--- src/rtl/evm_pkg.sv ---
// Shared EVM definitions: count width, party indices and the result-reader FSM encoding.
package evm_pkg;
  localparam int COUNT_W = 4;
  localparam int TOTAL_W = COUNT_W + 2;

  localparam logic [1:0] PARTY_A = 2'd0;
  localparam logic [1:0] PARTY_B = 2'd1;
  localparam logic [1:0] PARTY_C = 2'd2;
  localparam logic [1:0] PARTY_D = 2'd3;

  typedef enum logic [1:0] {
    IDLE    = 2'b00,
    READ    = 2'b01,
    PRESENT = 2'b10
  } state_e;
endpackage

--- src/rtl/evm_result_reader_if.sv ---
// Signal bundle between the result reader (master) and Top / display logic (slave).
interface evm_result_reader_if;
  import evm_pkg::*;

  // Handshake: a record transfers on any rising edge where result_valid && result_ready.
  // result_valid never drops and the record never changes until that edge; result_ready
  // may be high at any time and is ignored outside PRESENT.
  logic               start;
  logic [1:0]         sel;
  logic [COUNT_W-1:0] count_in;
  logic               vote_lock;
  logic               busy;
  logic               result_valid;
  logic               result_ready;
  logic [1:0]         winner;
  logic [COUNT_W-1:0] winner_count;
  logic [TOTAL_W-1:0] total;
  logic               tie;
  logic               no_votes;
  logic               done;
  state_e             state;

  modport master (
    input  start, count_in, result_ready,
    output sel, vote_lock, busy, result_valid, winner, winner_count,
           total, tie, no_votes, done, state
  );

  modport slave (
    output start, count_in, result_ready,
    input  sel, vote_lock, busy, result_valid, winner, winner_count,
           total, tie, no_votes, done, state
  );
endinterface

--- src/rtl/evm_max_tracker.sv ---
// Running max / winner / tie / total over the four party counts, captured one party at a time.
module evm_max_tracker
  import evm_pkg::*;
(
  input  logic               clk,
  input  logic               rst,
  input  logic               clear_i,
  input  logic               capture_i,
  input  logic               last_i,
  input  logic [1:0]         idx_i,
  input  logic [COUNT_W-1:0] count_i,
  output logic [COUNT_W-1:0] max_o,
  output logic [1:0]         winner_o,
  output logic [TOTAL_W-1:0] total_o,
  output logic               tie_o,
  output logic               no_votes_o
);
  logic [COUNT_W-1:0] max_q, max_d;
  logic [1:0]         win_q, win_d;
  logic [TOTAL_W-1:0] total_q, total_d;
  logic               tie_q, tie_d;
  logic               nov_q, nov_d;

  always_ff @(posedge clk or posedge rst) begin
    if (rst) begin
      max_q   <= '0;
      win_q   <= '0;
      total_q <= '0;
      tie_q   <= 1'b0;
      nov_q   <= 1'b0;
    end else begin
      max_q   <= max_d;
      win_q   <= win_d;
      total_q <= total_d;
      tie_q   <= tie_d;
      nov_q   <= nov_d;
    end
  end

  always_comb begin
    max_d   = max_q;
    win_d   = win_q;
    total_d = total_q;
    tie_d   = tie_q;
    nov_d   = nov_q;
    if (clear_i) begin
      max_d   = '0;
      win_d   = '0;
      total_d = '0;
      tie_d   = 1'b0;
      nov_d   = 1'b0;
    end else if (capture_i) begin
      total_d = total_q + TOTAL_W'(count_i);
      // Strict '>' keeps the lowest index on ties.
      if (idx_i == PARTY_A) begin
        max_d = count_i;
        win_d = PARTY_A;
        tie_d = 1'b0;
      end else if (count_i > max_q) begin
        max_d = count_i;
        win_d = idx_i;
        tie_d = 1'b0;
      end else if (count_i == max_q) begin
        tie_d = 1'b1;
      end
      if (last_i) nov_d = (total_d == '0);
    end
  end

  // An all-zero ballot looks like a four-way tie at 0; that is reported as no votes instead.
  assign max_o      = max_q;
  assign winner_o   = nov_q ? PARTY_A : win_q;
  assign total_o    = total_q;
  assign tie_o      = tie_q & ~nov_q;
  assign no_votes_o = nov_q;
endmodule

--- src/rtl/evm_result_reader.sv ---
// Scans the four party counts out of Top via sel/count_in and hands one result record downstream.
module evm_result_reader
  import evm_pkg::*;
#(
  parameter int SETTLE = 1
) (
  input logic                 clk,
  input logic                 reset,
  evm_result_reader_if.master rd
);
  localparam logic [3:0] SETTLE_LD = 4'(SETTLE);

  state_e     state_q, state_d;
  logic [1:0] idx_q, idx_d;
  logic [1:0] sel_q, sel_d;
  logic [3:0] settle_q, settle_d;
  logic       done_q, done_d;
  logic       clear, capture;

  logic [COUNT_W-1:0] trk_max;
  logic [1:0]         trk_winner;
  logic [TOTAL_W-1:0] trk_total;
  logic               trk_tie;
  logic               trk_nov;

  always_ff @(posedge clk or posedge reset) begin
    if (reset) begin
      state_q  <= IDLE;
      idx_q    <= '0;
      sel_q    <= '0;
      settle_q <= '0;
      done_q   <= 1'b0;
    end else begin
      state_q  <= state_d;
      idx_q    <= idx_d;
      sel_q    <= sel_d;
      settle_q <= settle_d;
      done_q   <= done_d;
    end
  end

  always_comb begin
    state_d  = state_q;
    idx_d    = idx_q;
    sel_d    = sel_q;
    settle_d = settle_q;
    done_d   = 1'b0;
    clear    = 1'b0;
    capture  = 1'b0;
    unique case (state_q)
      IDLE: begin
        if (rd.start) begin
          state_d  = READ;
          idx_d    = PARTY_A;
          sel_d    = PARTY_A;
          settle_d = SETTLE_LD;
          clear    = 1'b1;
        end
      end
      READ: begin
        // Give Top's mux SETTLE cycles after each sel change before trusting count_in.
        if (settle_q != '0) begin
          settle_d = settle_q - 4'd1;
        end else begin
          capture = 1'b1;
          if (idx_q == PARTY_D) begin
            state_d = PRESENT;
          end else begin
            idx_d    = idx_q + 2'd1;
            sel_d    = idx_q + 2'd1;
            settle_d = SETTLE_LD;
          end
        end
      end
      PRESENT: begin
        if (rd.result_ready) begin
          state_d = IDLE;
          idx_d   = PARTY_A;
          sel_d   = PARTY_A;
          done_d  = 1'b1;
        end
      end
      default: state_d = IDLE;
    endcase
  end

  evm_max_tracker u_tracker (
    .clk        (clk),
    .rst        (reset),
    .clear_i    (clear),
    .capture_i  (capture),
    .last_i     (idx_q == PARTY_D),
    .idx_i      (idx_q),
    .count_i    (rd.count_in),
    .max_o      (trk_max),
    .winner_o   (trk_winner),
    .total_o    (trk_total),
    .tie_o      (trk_tie),
    .no_votes_o (trk_nov)
  );

  assign rd.sel          = sel_q;
  assign rd.busy         = (state_q != IDLE);
  assign rd.vote_lock    = (state_q != IDLE);
  assign rd.result_valid = (state_q == PRESENT);
  assign rd.done         = done_q;
  assign rd.state        = state_q;
  assign rd.winner       = trk_winner;
  assign rd.winner_count = trk_max;
  assign rd.total        = trk_total;
  assign rd.tie          = trk_tie;
  assign rd.no_votes     = trk_nov;
endmodule

--- src/flat_wrapper.sv ---
// flat-port wrapper written by rule: the top's interface ports become plain ports
module evm_result_reader_flat import evm_pkg::*;
#(
  parameter int SETTLE = 1
)
  (clk, reset, rd_start, rd_count_in, rd_result_ready, rd_sel, rd_vote_lock, rd_busy, rd_result_valid, rd_winner, rd_winner_count, rd_total, rd_tie, rd_no_votes, rd_done, rd_state);
  evm_result_reader_if rd_i ();
  input logic clk;
  input logic reset;
  input wire logic [$bits(rd_i.start)-1:0] rd_start;
  input wire logic [$bits(rd_i.count_in)-1:0] rd_count_in;
  input wire logic [$bits(rd_i.result_ready)-1:0] rd_result_ready;
  output wire logic [$bits(rd_i.sel)-1:0] rd_sel;
  output wire logic [$bits(rd_i.vote_lock)-1:0] rd_vote_lock;
  output wire logic [$bits(rd_i.busy)-1:0] rd_busy;
  output wire logic [$bits(rd_i.result_valid)-1:0] rd_result_valid;
  output wire logic [$bits(rd_i.winner)-1:0] rd_winner;
  output wire logic [$bits(rd_i.winner_count)-1:0] rd_winner_count;
  output wire logic [$bits(rd_i.total)-1:0] rd_total;
  output wire logic [$bits(rd_i.tie)-1:0] rd_tie;
  output wire logic [$bits(rd_i.no_votes)-1:0] rd_no_votes;
  output wire logic [$bits(rd_i.done)-1:0] rd_done;
  output wire logic [$bits(rd_i.state)-1:0] rd_state;
  assign rd_i.start = rd_start;
  assign rd_i.count_in = rd_count_in;
  assign rd_i.result_ready = rd_result_ready;
  assign rd_sel = rd_i.sel;
  assign rd_vote_lock = rd_i.vote_lock;
  assign rd_busy = rd_i.busy;
  assign rd_result_valid = rd_i.result_valid;
  assign rd_winner = rd_i.winner;
  assign rd_winner_count = rd_i.winner_count;
  assign rd_total = rd_i.total;
  assign rd_tie = rd_i.tie;
  assign rd_no_votes = rd_i.no_votes;
  assign rd_done = rd_i.done;
  assign rd_state = rd_i.state;
  evm_result_reader #(.SETTLE(SETTLE)) u_core (.clk(clk), .reset(reset), .rd(rd_i));
endmodule
--- config.mk ---
export PLATFORM = sky130hd
export DESIGN_NAME = evm_result_reader_flat
export DESIGN_NICKNAME = d
export VERILOG_FILES = /design/src/rtl/evm_pkg.sv /design/src/rtl/evm_result_reader_if.sv /design/src/rtl/evm_max_tracker.sv /design/src/rtl/evm_result_reader.sv /design/src/flat_wrapper.sv
export SDC_FILE = /design/constraint.sdc
export NUM_CORES = 1
export LEC_CHECK = 0
export CAP_MARGIN = 10
export CORE_MARGIN = 5
export CORE_UTILIZATION = 45
export DETAILED_ROUTE_END_ITERATION = 8
export GPL_ROUTABILITY_DRIVEN = 0
export PLACE_DENSITY = 0.79
export RECOVER_POWER = 25
export SYNTH_ARGS = -nofsm -noshare
export SYNTH_HDL_FRONTEND = slang
export SYNTH_HIERARCHICAL = 1
export SYNTH_SLANG_ARGS = --single-unit
--- constraint.sdc ---
create_clock -name clk -period 5.7 [get_ports clk]
set_clock_uncertainty 0.15 [all_clocks]
set_input_delay 0.57 -clock clk [delete_from_list [all_inputs] [get_ports clk]]
set_output_delay 0.57 -clock clk [all_outputs]
set_load 0.02 [all_outputs]
==> out/results.ini, run 1 <==
[layout]
insertedDiodeCount = 0
drive_gt1_share_pct = 9.091
num-nets-final = 197
final_core_util_pct = 58.82
synthToLayoutAreaGrowth_pct = 24.63

[worst_setup_path]
crit_type = reg -> reg
cp_slowest_cell = sky130_fd_sc_hd__nor2_1
end_kind = flip-flop
series_of_cell_instances_along_the_critical_path = inv_1 > ha_1 > or3b_4 > nor2_1 > nand2_1 > or4b_1 > a2111oi_2 > a32o_1
worst-path-max-fanout = 13
rr_worst_depth = 8
start_kind = flip-flop
timing.rr.start = u_core/settle_q[0]$_DFFE_PP0P_
worst_endpoint_data_arrival_time_ns = 3.35
regToRegEndpoint = u_core/u_tracker/no_votes_o$_DFFE_PP0P_
timing.critical_path.slowest_cell_delay_ns = 0.67
worst-endpoint-required_ns = 5.80
ff2ff_setup_slack_ns = 2.45

[floorplan]
die_height_um = 66.82
die_w_um = 66.82
io_pins = 30
fp.coreArea_um2 = 3078
placement_rows = 20
fp.dieArea_um2 = 4464
initial_core_util_pct = 47.20

[timing]
hold_violations = 0
setup_repair_after_global_routing_missed_its_margin = no
timing.fmax_mhz = 307.3
layout_worst_path_cycle_share_pct = 57.09
worst-slew-pin-transition_ns = 0.8681
slew_viol_final = 0
final_critical_path_setup_slack_ns = 2.446
layout_min_cycle_time_ns = 3.254
max-slew-margin-rel_pct = 41.91
totalNegativeSetupSlack_ns = 0
report.final.setup_viol = 0

[clock_tree]
max-clock-path-buffers = 2
post-cts-setup-buffers = 0
clock_sink_count = 23
cts_repair_resize_count = 0
tritoncts_clock_tree = done
post_cts_hold_buffer_count = 0
cts_root_buffer = sky130_fd_sc_hd__clkbuf_4
cts_buffer_count = 3
insertion_delay_ns = 0.30
cts.htree.levels = 1
worst_setup_hold_path_clk_slew_ns = 0.13

[power]
p_seq_share_pct = 31.0
clock_power_share_pct = 8.0
switchingPower_uw = 416.6
vdd_ir_drop_max_v = 0.0002348
comb_power_share_pct = 61.1
switching_share_pct = 44.39
p_leak_uw = 0.0008307
internal_power_uw = 521.8
power-per-cell-area_nw_per_um2 = 518.3

[grt]
groute.usage.overall_pct = 15.50
first_pass_grt_wire_length_um = 5361
number_of_antenna_violations_at_the_first_check_in_global_routing = 0
globalRouteOverflowTotal = 0
grt_max_degree = 15
via_count_of_the_first_global_routing_pass = 1220

[run_status]
status = complete, no violations

[detailed_routing]
drt_first_pass_iters = 4
drt_drc_violations_left = 0
vias_per_cell = 5.264
count_of_vias_placed_by_the_detailed_router = 1158
number_of_drc_violations_after_detailed_routing_iteration_0 = 32
drt-total-wl_um = 3172
antenna_left = 0
avgRoutedWirePerCell_um = 14.42

[placement]
place_hpwl_um = 2565
place.port_buffers = 29
dp_worst_setup_slack_ns = 2.555

[synthesis]
synth_largest_area_cell = sky130_fd_sc_hd__dfrtp_1
netlist_instances = 146
postSynth.asyncResetShare_pct = 100.0
synth_sequential_area_ratio_pct = 39.62
cell_types_with_the_largest_area_share_after_synthesis = sky130_fd_sc_hd__dfrtp_1, sky130_fd_sc_hd__ha_1, sky130_fd_sc_hd__mux2i_1, sky130_fd_sc_hd__inv_1, sky130_fd_sc_hd__nor2_1
ys_types = 46
synthTopCellsByCount = sky130_fd_sc_hd__dfrtp_1, sky130_fd_sc_hd__inv_1, sky130_fd_sc_hd__nor2_1
synth_top_cell_area_share_pct = 39.62
yosys_register_bits = 23
synth_warnings = 6
synth_enable_flop_cells = 0
synth.most_common_cell = sky130_fd_sc_hd__dfrtp_1
avgSynthCellArea_um2 = 9.950
yosys_most_used_dff = sky130_fd_sc_hd__dfrtp_1
syn-num-nets = 166
synth.cell_area_um2 = 1453

[worst_hold_path]
worstHoldEndpoint = u_core/u_tracker/win_q[0]$_DFFE_PP0P_
hold_path_class = reg -> reg
min_delay_path_depth = 1
hp-start = u_core/u_tracker/win_q[0]$_DFFE_PP0P_

[flow_run]
cap_viol_max_count = 0

## metal layers
| layer | part of all wire [%] | up-vias | track usage [%] |
|---|---|---|---|
| met5 | 0 | - | 0 |
| met4 | 0.38 | 0 | 4.569 |
| met3 | 2.8 | 2 | 2.192 |
| met2 | 53 | 13 | 28.34 |
| met1 | 44 | 569 | 18.60 |
| li1 | - | 574 | - |
## worst max-delay path by stage
stage / start / end / slack [ns] / cells after the start
after floorplan: u_core/settle_q[0]$_DFFE_PP0P_ / u_core/u_tracker/no_votes_o$_DFFE_PP0P_ / 3.26 / 8
after global placement: u_core/settle_q[0]$_DFFE_PP0P_ / u_core/u_tracker/no_votes_o$_DFFE_PP0P_ / 2.72 / 8
after detailed placement: u_core/settle_q[0]$_DFFE_PP0P_ / u_core/u_tracker/no_votes_o$_DFFE_PP0P_ / 2.55 / 8
after CTS: u_core/settle_q[0]$_DFFE_PP0P_ / u_core/u_tracker/no_votes_o$_DFFE_PP0P_ / 2.52 / 8
after global routing: u_core/settle_q[0]$_DFFE_PP0P_ / u_core/u_tracker/no_votes_o$_DFFE_PP0P_ / 2.28 / 8
final: u_core/settle_q[0]$_DFFE_PP0P_ / u_core/u_tracker/no_votes_o$_DFFE_PP0P_ / 2.45 / 8
## power by group through the flow
stage | clock, µW | combinational [µW] | sequential [µW]
after CTS | 78.4 | 573 | 292
final | 74.6 | 573 | 291
after global placement | 0 | 548 | 290
after global routing | 85.6 | 629 | 302
after floorplan | 0 | 342 | 331
after detailed placement | 0 | 572 | 295
## flip-flops by register name, summed over array words and instances (netlist names)
register / count
u_core/u_tracker/total_o: 6
u_core/settle_q: 4
u_core/u_tracker/max_o: 4
u_core/rd.sel: 2
u_core/rd.state: 2
u_core/u_tracker/win_q: 2
u_core/rd.done: 1
u_core/u_tracker/no_votes_o: 1
u_core/u_tracker/tie_q: 1
## cells by family (layout without fill, tap and decap cells)
group           count (synthesis)  after routing  synth area share (%)
flops                          23             23                 39.62
fa+ha+maj                      12             12                 10.85
buf+inv                        21             51                 5.942
mux                             9              9                 6.288
xor+xnor                        5              5                 3.015
compound gates                 30             30                 16.19
simple gates                   46             46                 18.09
## final cells by class
type / count / area, µm²
fill: 268 / 1267
multi-input combinational: 102 / 790.8
sequential: 23 / 575.6
timing repair buffer: 30 / 297.8
inverter: 17 / 63.81
tap: 44 / 55.05
clock buffer: 3 / 22.52
clock inverter: 1 / 5.005
## stage by stage
| stage | instances | instance area [µm²] | total power [µW] | hold slack [ns] |
|---|---|---|---|---|
| global placement | 216 | 1783 | 838.4 | 0.3045 |
| floorplan | 146 | 1453 | 673.0 | 0.2479 |
| global route | 220 | 1810 | 1016 | 0.3665 |
| CTS | 220 | 1810 | 943.2 | 0.3460 |
| detailed placement | 216 | 1783 | 866.4 | 0.3154 |
| finish | 220 | 1810 | 938.4 | 0.3396 |
## placed cells by master (no fill, tap or decap), drive strengths merged, types with 3 or more instances in the layout
| cell | synthesis | layout |
|---|---|---|
| xor2 | 3 | 3 |
| clkdlybuf4s50 | 0 | 28 |
| nand2 | 8 | 8 |
| mux2i | 8 | 8 |
| inv | 17 | 17 |
| ha | 11 | 11 |
| nor2b | 4 | 4 |
| a21o | 3 | 3 |
| nor3 | 4 | 4 |
| dfrtp | 23 | 23 |
| o21ai | 7 | 7 |
| and4 | 3 | 3 |
| nor2 | 13 | 13 |
| o211ai | 3 | 3 |
| a21oi | 3 | 3 |
| clkbuf | 1 | 3 |
## critical path: cells and delay by family (launching register included)
family,cells,cell delay [ns]
and+or+nand+nor,4,1.83
AOI/OAI and AO/OA,2,0.48
DFF,1,0.42
adders and majority gates,1,0.21
buffers and inverters,1,0.11
No activity file was read; power rests on OpenSTA's default activity.
==> inputs of run 2 (changes only) <==
Settings changed: PLACE_DENSITY 0.79 to 0.81.
Clock period 5.7 ns to 2.8 ns, I/O delays scaled along.
==> run 2 against run 1 <==
Wire length is 2.7% lower. Fmax is 30% higher. First-iteration DRC count is 25% lower. Via count is 0.26% higher. Combinational power is 110% higher. Die area stayed put. Sequential power is 100% higher. Global-route usage is 0.46 points higher. Sequential share of layout area is 0.24 points lower. Clock power is 110% higher. Final area is 0.76% higher. Cell count is 0.91% higher. Largest power group unchanged.
==> out/results.ini, run 2 (synthesis gave the netlist of run 1 again) <==
[grt]
grt_max_degree = 15  ; unchanged
globalRouteOverflowTotal = 0  ; unchanged
groute.usage.overall_pct = 15.96  ; was 15.50%
number_of_antenna_violations_at_the_first_check_in_global_routing = 0  ; unchanged
via_count_of_the_first_global_routing_pass = 1223  ; was 1220
first_pass_grt_wire_length_um = 5499  ; was 5361 µm

[detailed_routing]
drt_drc_violations_left = 0  ; unchanged
number_of_drc_violations_after_detailed_routing_iteration_0 = 24  ; was 32
routedLengthMet1_um = 1383  ; was 1396 µm
vias_per_cell = 5.230  ; was 5.264
antenna_left = 0  ; unchanged
avgRoutedWirePerCell_um = 13.90  ; was 14.42 µm
drt-total-wl_um = 3086  ; was 3172 µm
wire_length_on_met3_um = 110  ; was 88 µm
drt_first_pass_iters = 4  ; unchanged
count_of_vias_placed_by_the_detailed_router = 1161  ; was 1158
topRoutingLayerUsed = met4  ; unchanged
detailroute.wirelength.met2_um = 1548  ; was 1674 µm

[timing]
setup_repair_after_global_routing_missed_its_margin = no  ; unchanged
worst-slew-pin-transition_ns = 0.5343  ; was 0.8681 ns
layout_min_cycle_time_ns = 2.503  ; was 3.254 ns
report.final.setup_viol = 0  ; unchanged
max-slew-margin-rel_pct = 64.34  ; was 41.91%
timing.fmax_mhz = 399.5  ; was 307.3 MHz
hold_violations = 0  ; unchanged
totalNegativeSetupSlack_ns = 0  ; unchanged
slew_viol_final = 0  ; unchanged
layout_worst_path_cycle_share_pct = 89.39  ; was 57.09%

[floorplan]
io_pins = 30  ; unchanged
die_w_um = 66.82  ; unchanged
fp.dieArea_um2 = 4464  ; unchanged
die_height_um = 66.82  ; unchanged
placement_rows = 20  ; unchanged
initial_core_util_pct = 47.20  ; unchanged
fp.coreArea_um2 = 3078  ; unchanged

[worst_setup_path]
timing.rr.start = u_core/settle_q[0]$_DFFE_PP0P_  ; unchanged
ff2ff_setup_slack_ns = 0.30  ; was 2.45 ns
cp.buffers_inverters = 1  ; unchanged
critPathTopFamily = simple AND/OR/NAND/NOR gates  ; unchanged
regToRegEndpoint = u_core/u_tracker/no_votes_o$_DFFE_PP0P_  ; unchanged
worst-path-max-fanout = 4  ; was 13
start_kind = flip-flop  ; unchanged
worst-endpoint-required_ns = 2.91  ; was 5.80 ns
end_kind = flip-flop  ; unchanged
cp_slowest_cell = sky130_fd_sc_hd__or4b_1  ; was sky130_fd_sc_hd__nor2_1
crit_type = reg -> reg  ; unchanged
worst_endpoint_data_arrival_time_ns = 2.61  ; was 3.35 ns
series_of_cell_instances_along_the_critical_path = inv_1 > ha_1 > or3b_4 > nor2_1 > nand2_1 > or4b_1 > a2111oi_2 > a32o_1  ; unchanged
timing.critical_path.slowest_cell_delay_ns = 0.49  ; was 0.67 ns
rr_worst_depth = 8  ; unchanged

[clock_tree]
clock_sink_count = 23  ; unchanged
insertion_delay_ns = 0.31  ; was 0.30 ns
cts_buffer_count = 3  ; unchanged
max-clock-path-buffers = 2  ; unchanged
post_cts_hold_buffer_count = 0  ; unchanged
cts_root_buffer = sky130_fd_sc_hd__clkbuf_4  ; unchanged
tritoncts_clock_tree = done  ; unchanged
cts_repair_resize_count = 0  ; unchanged
cts.htree.levels = 1  ; unchanged
worst_setup_hold_path_clk_slew_ns = 0.13  ; about the same
post-cts-setup-buffers = 0  ; unchanged

[worst_hold_path]
hold_path_class = in -> async  ; was reg -> reg

[layout]
max_ffs_per_register = 6  ; unchanged
num-nets-final = 199  ; was 197
drive_gt1_share_pct = 9.551  ; was 9.091%
final_cell_mix = sky130_fd_sc_hd__clkdlybuf4s50_1, sky130_fd_sc_hd__dfrtp_1, sky130_fd_sc_hd__inv_1  ; unchanged
most_frequent_standard_cell_in_the_layout_excluding_fill_and_tap_cells = sky130_fd_sc_hd__clkdlybuf4s50_1  ; unchanged
synthToLayoutAreaGrowth_pct = 25.58  ; was 24.63%
insertedDiodeCount = 0  ; unchanged

[power]
power-per-cell-area_nw_per_um2 = 1054  ; was 518.3 nW/µm²
vdd_ir_drop_max_v = 0.0004771  ; was 0.0002348 V
p_leak_uw = 0.0008376  ; was 0.0008307 µW
total_design_power_uw = 1923  ; was 938.4 µW

[placement]
place_hpwl_um = 2446  ; was 2565 µm
place.port_buffers = 29  ; unchanged

[run_status]
status = complete, no violations  ; unchanged

[flow_run]
cap_viol_max_count = 0  ; unchanged

[run 2: worst reg2reg max path, delay by kind of cell (launching register included)]
family / cells / cell delay, ns
simple gates: 4 / 1.12
compound gates: 2 / 0.46
fa+ha+maj: 1 / 0.20
flops: 1 / 0.41
buf+inv: 1 / 0.10
[run 2: worst max-delay path by stage]
stage                                    from                                 endpoint  slack (ns)  cells after the start
6_report       u_core/settle_q[0]$_DFFE_PP0P_  u_core/u_tracker/no_votes_o$_DFFE_PP0P_        0.30                      8
5_1_grt        u_core/settle_q[0]$_DFFE_PP0P_  u_core/u_tracker/no_votes_o$_DFFE_PP0P_        0.11                      8
4_1_cts        u_core/settle_q[0]$_DFFE_PP0P_  u_core/u_tracker/no_votes_o$_DFFE_PP0P_        0.29                      8
3_5_place_dp                   rd_count_in[0]  u_core/u_tracker/no_votes_o$_DFFE_PP0P_        0.16                      7
3_3_place_gp                   rd_count_in[0]  u_core/u_tracker/no_votes_o$_DFFE_PP0P_        0.21                      7
2_1_floorplan  u_core/settle_q[0]$_DFFE_PP0P_  u_core/u_tracker/no_votes_o$_DFFE_PP0P_        0.36                      8
[run 2: area by class of cell]
cell class / instances / area, µm²
repair buffers: 32 / 312.8
flip-flops and latches: 23 / 575.6
multi-input cells: 102 / 790.8
well taps: 44 / 55.05
fillers: 280 / 1254
inverters: 17 / 63.81
clock buffers: 4 / 26.28
[run 2: power breakdown]
group | total (µW) | switching (µW) | leakage, µW | internal (µW)
clock | 154 | 98.9 | 0.0000150 | 55.6
combinational | 1180 | 616 | 0.000530 | 564
sequential | 589 | 127 | 0.000293 | 462
total | 1920 | 842 | 0.000838 | 1080
[run 2: routing by layer]
metal,global-route usage (%),vias up
met1,19.54,561
met3,1.855,4
met2,28.09,21
met5,0,-
li1,-,575
met4,6.599,0
[run 2: per-stage QoR]
step | utilization, % | hold WS (ns) | area [µm²] | cells | setup WS, ns
5_1_grt | 59.27 | 0.2812 | 1824 | 222 | 0.1114
3_5_place_dp | 58.41 | 0.3167 | 1798 | 218 | 0.1607
6_report | 59.27 | 0.2365 | 1824 | 222 | 0.2970
4_1_cts | 59.27 | 0.1074 | 1824 | 222 | 0.2888
2_1_floorplan | - | -0.04208 | 1453 | 146 | 0.3574
3_3_place_gp | 58.41 | 0.3039 | 1798 | 218 | 0.2143
